$ cat config.mk
export PLATFORM = sky130hd
export DESIGN_NAME = imem_ctrl
export DESIGN_NICKNAME = d
export VERILOG_FILES = /design/src/rtl/imem_ctrl.sv
export SDC_FILE = /design/constraint.sdc
export NUM_CORES = 1
export LEC_CHECK = 0
export ABC_AREA = 1
export CAP_MARGIN = 30
export CORE_MARGIN = 2
export CORE_UTILIZATION = 35
export DETAILED_ROUTE_END_ITERATION = 8
export PLACE_DENSITY = 0.67
export SLEW_MARGIN = 10
export SYNTH_ARGS = -nofsm -noshare
export SYNTH_HDL_FRONTEND = slang
export SYNTH_SLANG_ARGS = --single-unit
$ cat constraint.sdc
create_clock -name clk -period 2.3 [get_ports clk]
set_input_delay 0.575 -clock clk [delete_from_list [all_inputs] [get_ports clk]]
set_output_delay 0.575 -clock clk [all_outputs]
set_load 0.02 [all_outputs]
$ cat src/rtl/imem_ctrl.sv
// Instruction-memory controller: assembles aligned 32-bit little-endian fetches
// from a byte-wide single-port memory and shares that port with a byte loader.
module imem_ctrl #(
  parameter int ADDR_W = 8
) (
  input  logic              clk,
  input  logic              reset,
  input  logic              f_req,
  input  logic [31:0]       f_addr,
  output logic              f_ready,
  output logic              f_valid,
  output logic [31:0]       f_rdata,
  output logic              f_err,
  input  logic              l_req,
  input  logic [31:0]       l_addr,
  input  logic [7:0]        l_wdata,
  output logic              l_ack,
  output logic              l_err,
  output logic [ADDR_W-1:0] mem_addr,
  output logic              mem_we,
  output logic [7:0]        mem_wdata,
  input  logic [7:0]        mem_rdata,
  output logic              busy
);

  typedef enum logic [2:0] {IDLE, FISSUE, FLAST, FRESP, FERR, LWRITE} state_t;

  state_t            r_state;
  state_t            w_next;
  logic [1:0]        r_cnt;
  logic [ADDR_W-1:0] r_base;
  logic              r_last_grant;  // 1: loader was granted last
  logic [23:0]       r_word;
  logic [31:0]       r_rdata;

  logic              w_grant_f;
  logic              w_grant_l;
  logic              w_f_ok;
  logic              w_l_ok;

  function automatic logic in_range(input logic [31:0] a);
    return (a >> ADDR_W) == 32'd0;
  endfunction

  // Round-robin: fetch wins a tie only when the loader had the last grant.
  assign w_grant_f = f_req && (!l_req || r_last_grant);
  assign w_grant_l = l_req && !w_grant_f;
  assign w_f_ok    = in_range(f_addr) && (f_addr[1:0] == 2'b00);
  assign w_l_ok    = in_range(l_addr);

  assign f_rdata = r_rdata;
  assign busy    = (r_state != IDLE);

  always_comb begin
    w_next    = r_state;
    f_ready   = 1'b0;
    f_valid   = 1'b0;
    f_err     = 1'b0;
    l_ack     = 1'b0;
    l_err     = 1'b0;
    mem_we    = 1'b0;
    mem_addr  = '0;
    mem_wdata = 8'h00;
    case (r_state)
      IDLE: begin
        if (w_grant_f) begin
          f_ready = 1'b1;
          w_next  = w_f_ok ? FISSUE : FERR;
        end else if (w_grant_l) begin
          w_next = LWRITE;
        end
      end
      FISSUE: begin
        mem_addr = r_base + ADDR_W'(r_cnt);
        if (r_cnt == 2'd3) w_next = FLAST;
      end
      FLAST: w_next = FRESP;
      FRESP: begin
        f_valid = 1'b1;
        w_next  = IDLE;
      end
      FERR: begin
        f_valid = 1'b1;
        f_err   = 1'b1;
        w_next  = IDLE;
      end
      LWRITE: begin
        l_ack  = 1'b1;
        w_next = IDLE;
        if (w_l_ok) begin
          mem_we    = 1'b1;
          mem_addr  = l_addr[ADDR_W-1:0];
          mem_wdata = l_wdata;
        end else begin
          l_err = 1'b1;
        end
      end
      default: w_next = IDLE;
    endcase
  end

  always_ff @(posedge clk) begin
    if (reset) begin
      r_state      <= IDLE;
      r_cnt        <= 2'd0;
      r_last_grant <= 1'b1;
      r_rdata      <= 32'h0;
    end else begin
      r_state <= w_next;
      case (r_state)
        IDLE: begin
          r_cnt <= 2'd0;
          if (w_grant_f) begin
            r_last_grant <= 1'b0;
            if (!w_f_ok) r_rdata <= 32'h0;
          end else if (w_grant_l) begin
            r_last_grant <= 1'b1;
          end
        end
        FISSUE: r_cnt <= r_cnt + 2'd1;
        // Lane 3 arrives while in FLAST; publish the whole word at once so
        // f_rdata only ever changes when a response is produced.
        FLAST:  r_rdata <= {mem_rdata, r_word};
        default: ;
      endcase
    end
  end

  // Byte assembly: the memory answers one cycle after the address, so the
  // byte for lane cnt-1 is on mem_rdata while cnt is presented.
  always_ff @(posedge clk) begin
    if (r_state == IDLE && w_grant_f) r_base <= f_addr[ADDR_W-1:0];
    if (r_state == FISSUE) begin
      case (r_cnt)
        2'd1:    r_word[7:0]   <= mem_rdata;
        2'd2:    r_word[15:8]  <= mem_rdata;
        2'd3:    r_word[23:16] <= mem_rdata;
        default: ;
      endcase
    end
  end

endmodule

==> impl_results.rst, run 1 <==
.. list-table::
   :header-rows: 1

   * - Metric
     - Value
   * - Run status
     - finished, violations left
   * - Failing checks
     - negative setup slack
   * - Final setup vio count
     - 7
   * - Number of buffers added to fix hold violations after cts
     - 0
   * - Worst hold endpoint
     - f_rdata[30]$_SDFFE_PP0P_
   * - Cts bufs inserted
     - 9
   * - Peak supply drop
     - 0.000590 V
   * - Tmin final
     - 2.45 ns
   * - Most common cell in the netlist
     - sky130_fd_sc_hd__nand2_1
   * - Remaining antenna violation count
     - 0
   * - Actual transition at the worst max-transition pin
     - 0.495 ns
   * - Category of the worst setup path capture point
     - primary output
   * - Power density over cell area
     - 904 nW/um^2
   * - First-pass GRT wire length
     - 13.4 mm
   * - HPWL Detailed
     - 6.39 mm
   * - Count of pins over their slew limit
     - 0
   * - Residual overflow from global routing
     - 0
   * - Clock buffer depth
     - 2
   * - Post-synth ARST share
     - 0%
   * - Iteration count of the initial detailed-routing pass
     - 4
   * - Minimum setup slack among reg-to-reg paths
     - 0.78 ns
   * - Worst hold path type
     - register to register
   * - Avg Cell Area, Syn
     - 10.1 um^2
   * - Area added between synthesis and finish
     - 56.5%
   * - Number of warnings issued by yosys
     - 0
   * - Final setup skew
     - 0.0108 ns
   * - Per-cell via count in the routed design
     - 4.43
   * - Reg-to-reg critical path startpoint
     - r_state[0]$_SDFFE_PP0P_
   * - Synth cell types
     - 30
   * - Post-synth top flop
     - sky130_fd_sc_hd__dfxtp_1
   * - Top cell types by occurrence after synthesis
     - sky130_fd_sc_hd__nand2_1, sky130_fd_sc_hd__nor2_1, sky130_fd_sc_hd__dfxtp_1
   * - Source of the worst hold timing path
     - f_rdata[30]$_SDFFE_PP0P_
   * - Top cells by area, synth
     - sky130_fd_sc_hd__edfxtp_1, sky130_fd_sc_hd__dfxtp_1, sky130_fd_sc_hd__nand2_4
   * - Biggest area consumer among synthesized cells
     - sky130_fd_sc_hd__edfxtp_1
   * - Depth of the most critical reg-to-reg path
     - 8
   * - Total wire length after detailed routing
     - 8.39 mm
   * - Setup TNS
     - -0.394 ns
   * - Upper clock frequency limit
     - 408 MHz
   * - DRC violations left
     - 0
   * - Die area
     - 10400 um^2
   * - Post-synth EDFFs
     - 32
   * - Vias in the first global route
     - 2816
   * - Relative slew slack
     - 67.0%
   * - Arrival time of the worst setup path
     - 1.87 ns
   * - Gate count of the mapped netlist
     - 335
   * - Overall die width
     - 102 um
   * - Detail-routed net length per standard cell
     - 13.1 um
   * - Clk slew on worst S/H paths
     - 0.08 ns
   * - Final std cells w/o fill
     - 642
   * - Total standard cell area after synthesis
     - 3370 um^2
   * - # placed instances
     - 621
   * - Critical path class
     - register to primary output
   * - CP Max Fanout
     - 2
   * - Number of buffers added on ports
     - 138
   * - Initial antenna violation count
     - 1
   * - Synthesized Nets
     - 425
   * - Number of max-capacitance violations reported
     - 0
   * - Chip Height
     - 102 um
   * - Number of inserted filler cells in the final layout
     - 843
   * - Area of the core region
     - 9280 um^2
   * - Initial DRC Count
     - 61
   * - Overall track demand over capacity in global routing
     - 16.8%
   * - Root Buffer Master
     - sky130_fd_sc_hd__clkbuf_8
   * - Synth top area share
     - 28.5%
   * - CTS HTree Levels
     - 3
   * - Number of vias after detailed routing
     - 2843
   * - Sequential element share of the synthesized area
     - 51.1%
   * - CP Launch Type
     - register
   * - Final GP Congestion
     - 0.791
   * - End of the worst register-to-register path
     - r_word[4]$_DFFE_PP_
   * - Min-Delay Path Depth
     - 2
   * - Setup repair after global routing missed its margin
     - yes
   * - I/O pin count
     - 139
   * - Clock latency reported for the late side of the worst-skew pair
     - 0.35 ns
   * - Fin worst setup slack
     - -0.149 ns
   * - Fraction of layout instances using a drive strength above 1
     - 37.7%
   * - Initial Utilization
     - 36.3%
   * - Critical Path Start
     - r_base[0]$_DFFE_PP_
   * - Period utilization
     - 106%
   * - Final Hold Violating Endpoints
     - 0
   * - Count of nets after finishing
     - 597
   * - Number of placement rows
     - 35
   * - Required time of the critical path
     - 1.73 ns
   * - Largest net degree at the start of global routing
     - 33
   * - Number of clock sinks
     - 70
   * - TritonCTS clock tree
     - yes
   * - Total of flip-flops plus latches after synthesis
     - 70
   * - Leakage
     - 0.00215 uW
[power breakdown]
group          leakage, uW  switching (uW)  internal [uW]
combinational      0.00145            1260            952
sequential        0.000599             109           1450
clock             0.000102             487            503
[critical path: stages, from the launching register on]
cell	delay, ns
sky130_fd_sc_hd__edfxtp_1	0.37
sky130_fd_sc_hd__ha_2	0.20
sky130_fd_sc_hd__fa_2	0.35
sky130_fd_sc_hd__nand3_2	0.11
sky130_fd_sc_hd__nor2_4	0.05
sky130_fd_sc_hd__inv_2	0.06
sky130_fd_sc_hd__o21ai_1	0.06
sky130_fd_sc_hd__o21ai_1	0.17
sky130_fd_sc_hd__buf_4	0.17
[placed cells by master, fill, tap and decap left out, types with 2 or more instances in the layout]
master,netlist,final
sky130_fd_sc_hd__a211oi_2,2,2
sky130_fd_sc_hd__a21oi_1,7,6
sky130_fd_sc_hd__a21oi_2,30,31
sky130_fd_sc_hd__a22o_1,2,2
sky130_fd_sc_hd__buf_12,3,4
sky130_fd_sc_hd__buf_2,0,5
sky130_fd_sc_hd__buf_4,0,33
sky130_fd_sc_hd__buf_6,0,6
sky130_fd_sc_hd__clkbuf_2,0,23
sky130_fd_sc_hd__clkbuf_8,0,9
sky130_fd_sc_hd__clkdlybuf4s15_2,0,3
sky130_fd_sc_hd__clkdlybuf4s50_1,0,90
sky130_fd_sc_hd__clkinv_4,0,2
sky130_fd_sc_hd__dfxtp_1,38,37
sky130_fd_sc_hd__dlygate4sd2_1,0,4
sky130_fd_sc_hd__edfxtp_1,32,32
sky130_fd_sc_hd__ha_1,5,4
sky130_fd_sc_hd__inv_1,18,17
sky130_fd_sc_hd__inv_2,8,8
sky130_fd_sc_hd__inv_4,2,4
sky130_fd_sc_hd__nand2_1,67,64
sky130_fd_sc_hd__nand2_2,1,4
sky130_fd_sc_hd__nand2_4,32,32
sky130_fd_sc_hd__nand3_1,7,4
sky130_fd_sc_hd__nand3_2,0,3
sky130_fd_sc_hd__nor2_1,53,43
sky130_fd_sc_hd__nor2_2,0,3
sky130_fd_sc_hd__nor2_4,2,9
sky130_fd_sc_hd__o21ai_0,5,2
sky130_fd_sc_hd__o21ai_1,4,7
sky130_fd_sc_hd__o22ai_1,2,2
[logic make-up after synthesis]
kind of cell,Yosys count,share of synthesized area [%]
simple gates,167,28.4
fa+ha+maj,6,2.45
buf+inv,38,5.83
compound gates,54,12.3
flops,70,51.1
[layer usage]
metal	wire length, um	global-route usage, %
met1	3390	19.0
met2	4430	29.6
met3	429	5.13
met4	132	7.08
met5	0	0
[sequential cells by signal, indices dropped and copies added, names as in the netlist]
name,count
r_last_grant,1
r_base,8
f_rdata,32
r_cnt,2
r_state,3
r_word,24
[final cells by class]
type / count / area [um^2] / share of cell area [%]
inverters: 28 / 113 / 2.14
repair buffers: 170 / 1530 / 29.0
clock buffers: 9 / 124 / 2.35
flip-flops and latches: 70 / 1720 / 32.7
clock inverters: 7 / 71.3 / 1.35
multi-input cells: 227 / 1540 / 29.3
repair inverters: 1 / 7.51 / 0.142
well taps: 129 / 161 / 3.06
diodes: 1 / 2.50 / 0.0475
[per-stage QoR]
step,cell area [um^2],utilization [%],power (uW),setup slack [ns],hold WS [ns]
after floorplan,3370,-,3030,0.164,0.446
after global placement,5090,54.8,3780,-0.708,0.454
after detailed placement,5090,54.8,3810,-0.820,0.466
after CTS,5310,57.2,4780,-0.147,0.476
after global routing,5270,56.8,5030,-0.222,0.491
final,5270,56.8,4770,-0.149,0.473
[timing repair]
action	in CTS	in global routing
pin swaps	29	17
endpoints found under the setup margin	22	20
gates cloned	1	0
resized for setup	142	51
setup buffers	3	0
[how the worst max path moves through the flow]
stage | endpoint | slack (ns) | depth (start not counted)
3_5_place_dp | mem_addr[6] | -0.82 | 9
4_1_cts | mem_addr[5] | -0.15 | 9
5_1_grt | mem_addr[6] | -0.22 | 8
3_3_place_gp | mem_addr[6] | -0.71 | 9
2_1_floorplan | mem_addr[3] | 0.16 | 7
6_report | mem_addr[6] | -0.15 | 8
Power figures use the tool's default switching activity.
==> inputs of run 2 (changes only) <==
PLACE_DENSITY = 0.7   (was 0.67)
clock period = 2.15 ns   (was 2.3 ns; I/O delays follow)
==> run 2 against run 1 <==
Critical path type unchanged. Clock skew barely moved. Sequential share of layout area fell by 0.55 points. The flow still finishes with violations (negative setup slack). Combinational power rose by 9%. Via count rose by 0.14%. Clock power barely moved. Total power rose by 6.5%. Worst hold slack got worse by 0.0047 ns.
==> impl_results.rst, run 2 (synthesis results as in run 1) <==
.. list-table::
   :header-rows: 1

   * - Metric
     - Value
   * - Leading cell types in the layout, fill and taps excluded
     - sky130_fd_sc_hd__clkdlybuf4s50_1, sky130_fd_sc_hd__nand2_1, sky130_fd_sc_hd__nor2_1
   * - Overall track demand over capacity in global routing
     - 16.3%
   * - Critical path class
     - register to primary output
   * - HPWL Detailed
     - 6.18 mm
   * - Fin worst setup slack
     - -0.214 ns
   * - Vias in the first global route
     - 2839
   * - Initial antenna violation count
     - 1
   * - Count of pins over their slew limit
     - 0
   * - Die area
     - 10400 um^2
   * - Total wire length after detailed routing
     - 8.20 mm
   * - Final Hold Violating Endpoints
     - 0
   * - Number of clock sinks
     - 70
   * - Clock buffer depth
     - 2
   * - Area added between synthesis and finish
     - 59.2%
   * - Initial Utilization
     - 36.3%
   * - Chain of cells forming the critical path
     - ha_2 -> fa_2 -> buf_4 -> a21oi_1 -> o21ai_1 -> nand2_1 -> buf_6
   * - Cell with the biggest individual delay on the critical path
     - sky130_fd_sc_hd__edfxtp_1
   * - Setup repair after global routing missed its margin
     - yes
   * - Hold slack final
     - 0.468 ns
   * - Delay contributed by the slowest stage of the critical path
     - 0.40 ns
   * - CTS HTree Levels
     - 3
   * - Clock latency reported for the late side of the worst-skew pair
     - 0.34 ns
   * - Number of buffers added on ports
     - 138
   * - First-pass GRT wire length
     - 13.3 mm
   * - Required time of the critical path
     - 1.61 ns
   * - Largest net degree at the start of global routing
     - 34
   * - I/O pin count
     - 139
   * - Overall die width
     - 102 um
   * - Per-cell via count in the routed design
     - 4.39
   * - Detail-routed net length per standard cell
     - 12.7 um
   * - Residual overflow from global routing
     - 0
   * - Initial DRC Count
     - 52
   * - TritonCTS clock tree
     - yes
   * - Final setup skew
     - 0.0111 ns
   * - Fraction of layout instances using a drive strength above 1
     - 38.4%
   * - Count of nets after finishing
     - 603
   * - Number of max-capacitance violations reported
     - 0
   * - Final GP Congestion
     - 0.782
   * - Number of vias after detailed routing
     - 2847
   * - Root Buffer Master
     - sky130_fd_sc_hd__clkbuf_8
   * - Failing checks
     - negative setup slack
   * - Iteration count of the initial detailed-routing pass
     - 5
   * - Category of the worst setup path capture point
     - primary output
   * - Relative slew slack
     - 63.1%
   * - Setup TNS
     - -1.13 ns
   * - Tmin final
     - 2.36 ns
   * - Peak supply drop
     - 0.000733 V
   * - DRC violations left
     - 0
   * - Arrival time of the worst setup path
     - 1.83 ns
   * - Leakage
     - 0.00218 uW
   * - Worst hold path type
     - register to register
   * - CP Max Fanout
     - 2
   * - CP Launch Type
     - register
   * - Actual transition at the worst max-transition pin
     - 0.553 ns
   * - Clk slew on worst S/H paths
     - 0.08 ns
   * - Final setup vio count
     - 10
   * - Power density over cell area
     - 947 nW/um^2
   * - Most common library cell in the layout ignoring fill and taps
     - sky130_fd_sc_hd__clkdlybuf4s50_1
   * - Placement Setup Slack
     - -0.866 ns
   * - Remaining antenna violation count
     - 0
   * - Upper clock frequency limit
     - 423 MHz
   * - Chip Height
     - 102 um
   * - Max FFs per register
     - 32
   * - Period utilization
     - 110%
   * - Area of the core region
     - 9280 um^2
   * - Run status
     - finished, violations left
   * - Cts bufs inserted
     - 9
   * - Number of placement rows
     - 35
## run 2: cell count changes in the layout (fill, tap and decap cells not counted), moves of 2 or more
cell,change
sky130_fd_sc_hd__buf_2,-2
sky130_fd_sc_hd__buf_4,+5
sky130_fd_sc_hd__buf_6,+6
sky130_fd_sc_hd__clkbuf_2,-6
sky130_fd_sc_hd__clkdlybuf4s15_1,+6
sky130_fd_sc_hd__clkdlybuf4s15_2,-3
sky130_fd_sc_hd__clkinvlp_4,+2
sky130_fd_sc_hd__inv_8,+2
sky130_fd_sc_hd__nor2_1,-4
sky130_fd_sc_hd__nor2_2,+6
sky130_fd_sc_hd__nor2_4,-2
sky130_fd_sc_hd__o21ai_1,-2
## run 2: final timing paths
check                      startpoint                  endpoint  slack [ns]  cells past startpoint
max               r_base[0]$_DFFE_PP_               mem_addr[2]       -0.21                      7
min          f_rdata[30]$_SDFFE_PP0P_  f_rdata[30]$_SDFFE_PP0P_        0.47                      2
max reg2reg   r_state[0]$_SDFFE_PP0P_      r_word[14]$_DFFE_PP_        0.61                      8
min reg2reg  f_rdata[30]$_SDFFE_PP0P_  f_rdata[30]$_SDFFE_PP0P_        0.47                      2
## run 2: area by class of cell
cell class,instances,area (um^2)
repair inverters,1,7.51
well taps,129,161
flip-flops and latches,70,1720
clock buffers,9,124
clock inverters,7,63.8
repair buffers,175,1610
diodes,1,2.50
fillers,861,3920
multi-input cells,228,1560
inverters,28,113
## run 2: report_power, final
part / switching (uW) / total [uW] / internal [uW] / leakage (uW)
registers: 116 / 1670 / 1560 / 0.000599
clock network: 556 / 1000 / 444 / 0.0000903
logic: 1350 / 2400 / 1050 / 0.00149
## run 2: through the flow
stage	instances	util, %	area, um^2	total power (uW)
after floorplan	335	-	3370	3240
after global placement	621	54.8	5090	4100
after detailed placement	621	54.8	5090	4130
after CTS	640	56.8	5280	5120
after global routing	648	57.8	5360	5360
final	648	57.8	5360	5080
## run 2: critical path: cells and delay by family (launching register included)
family | cells | cell delay (ns)
buffers and inverters | 2 | 0.27
AOI/OAI and AO/OA | 2 | 0.19
adders and majority gates | 2 | 0.55
DFF | 1 | 0.40
and+or+nand+nor | 1 | 0.08
## run 2: what timing repair did
item / 4_1_cts / 5_1_grt
gates resized for setup: 149 / 57
setup buffers: 1 / 7
hold buffers: 0 / 0
setup endpoints to repair: 23 / 19
pin swaps: 30 / 13
gates cloned: 2 / 0
## run 2: metal layers
layer	global-route usage [%]	share of wire, %	vias up
met5	0	0	-
met4	7.38	2.3	0
met3	3.63	4.3	14
met2	27.9	51	81
met1	19.7	42	1298
li1	-	-	1454
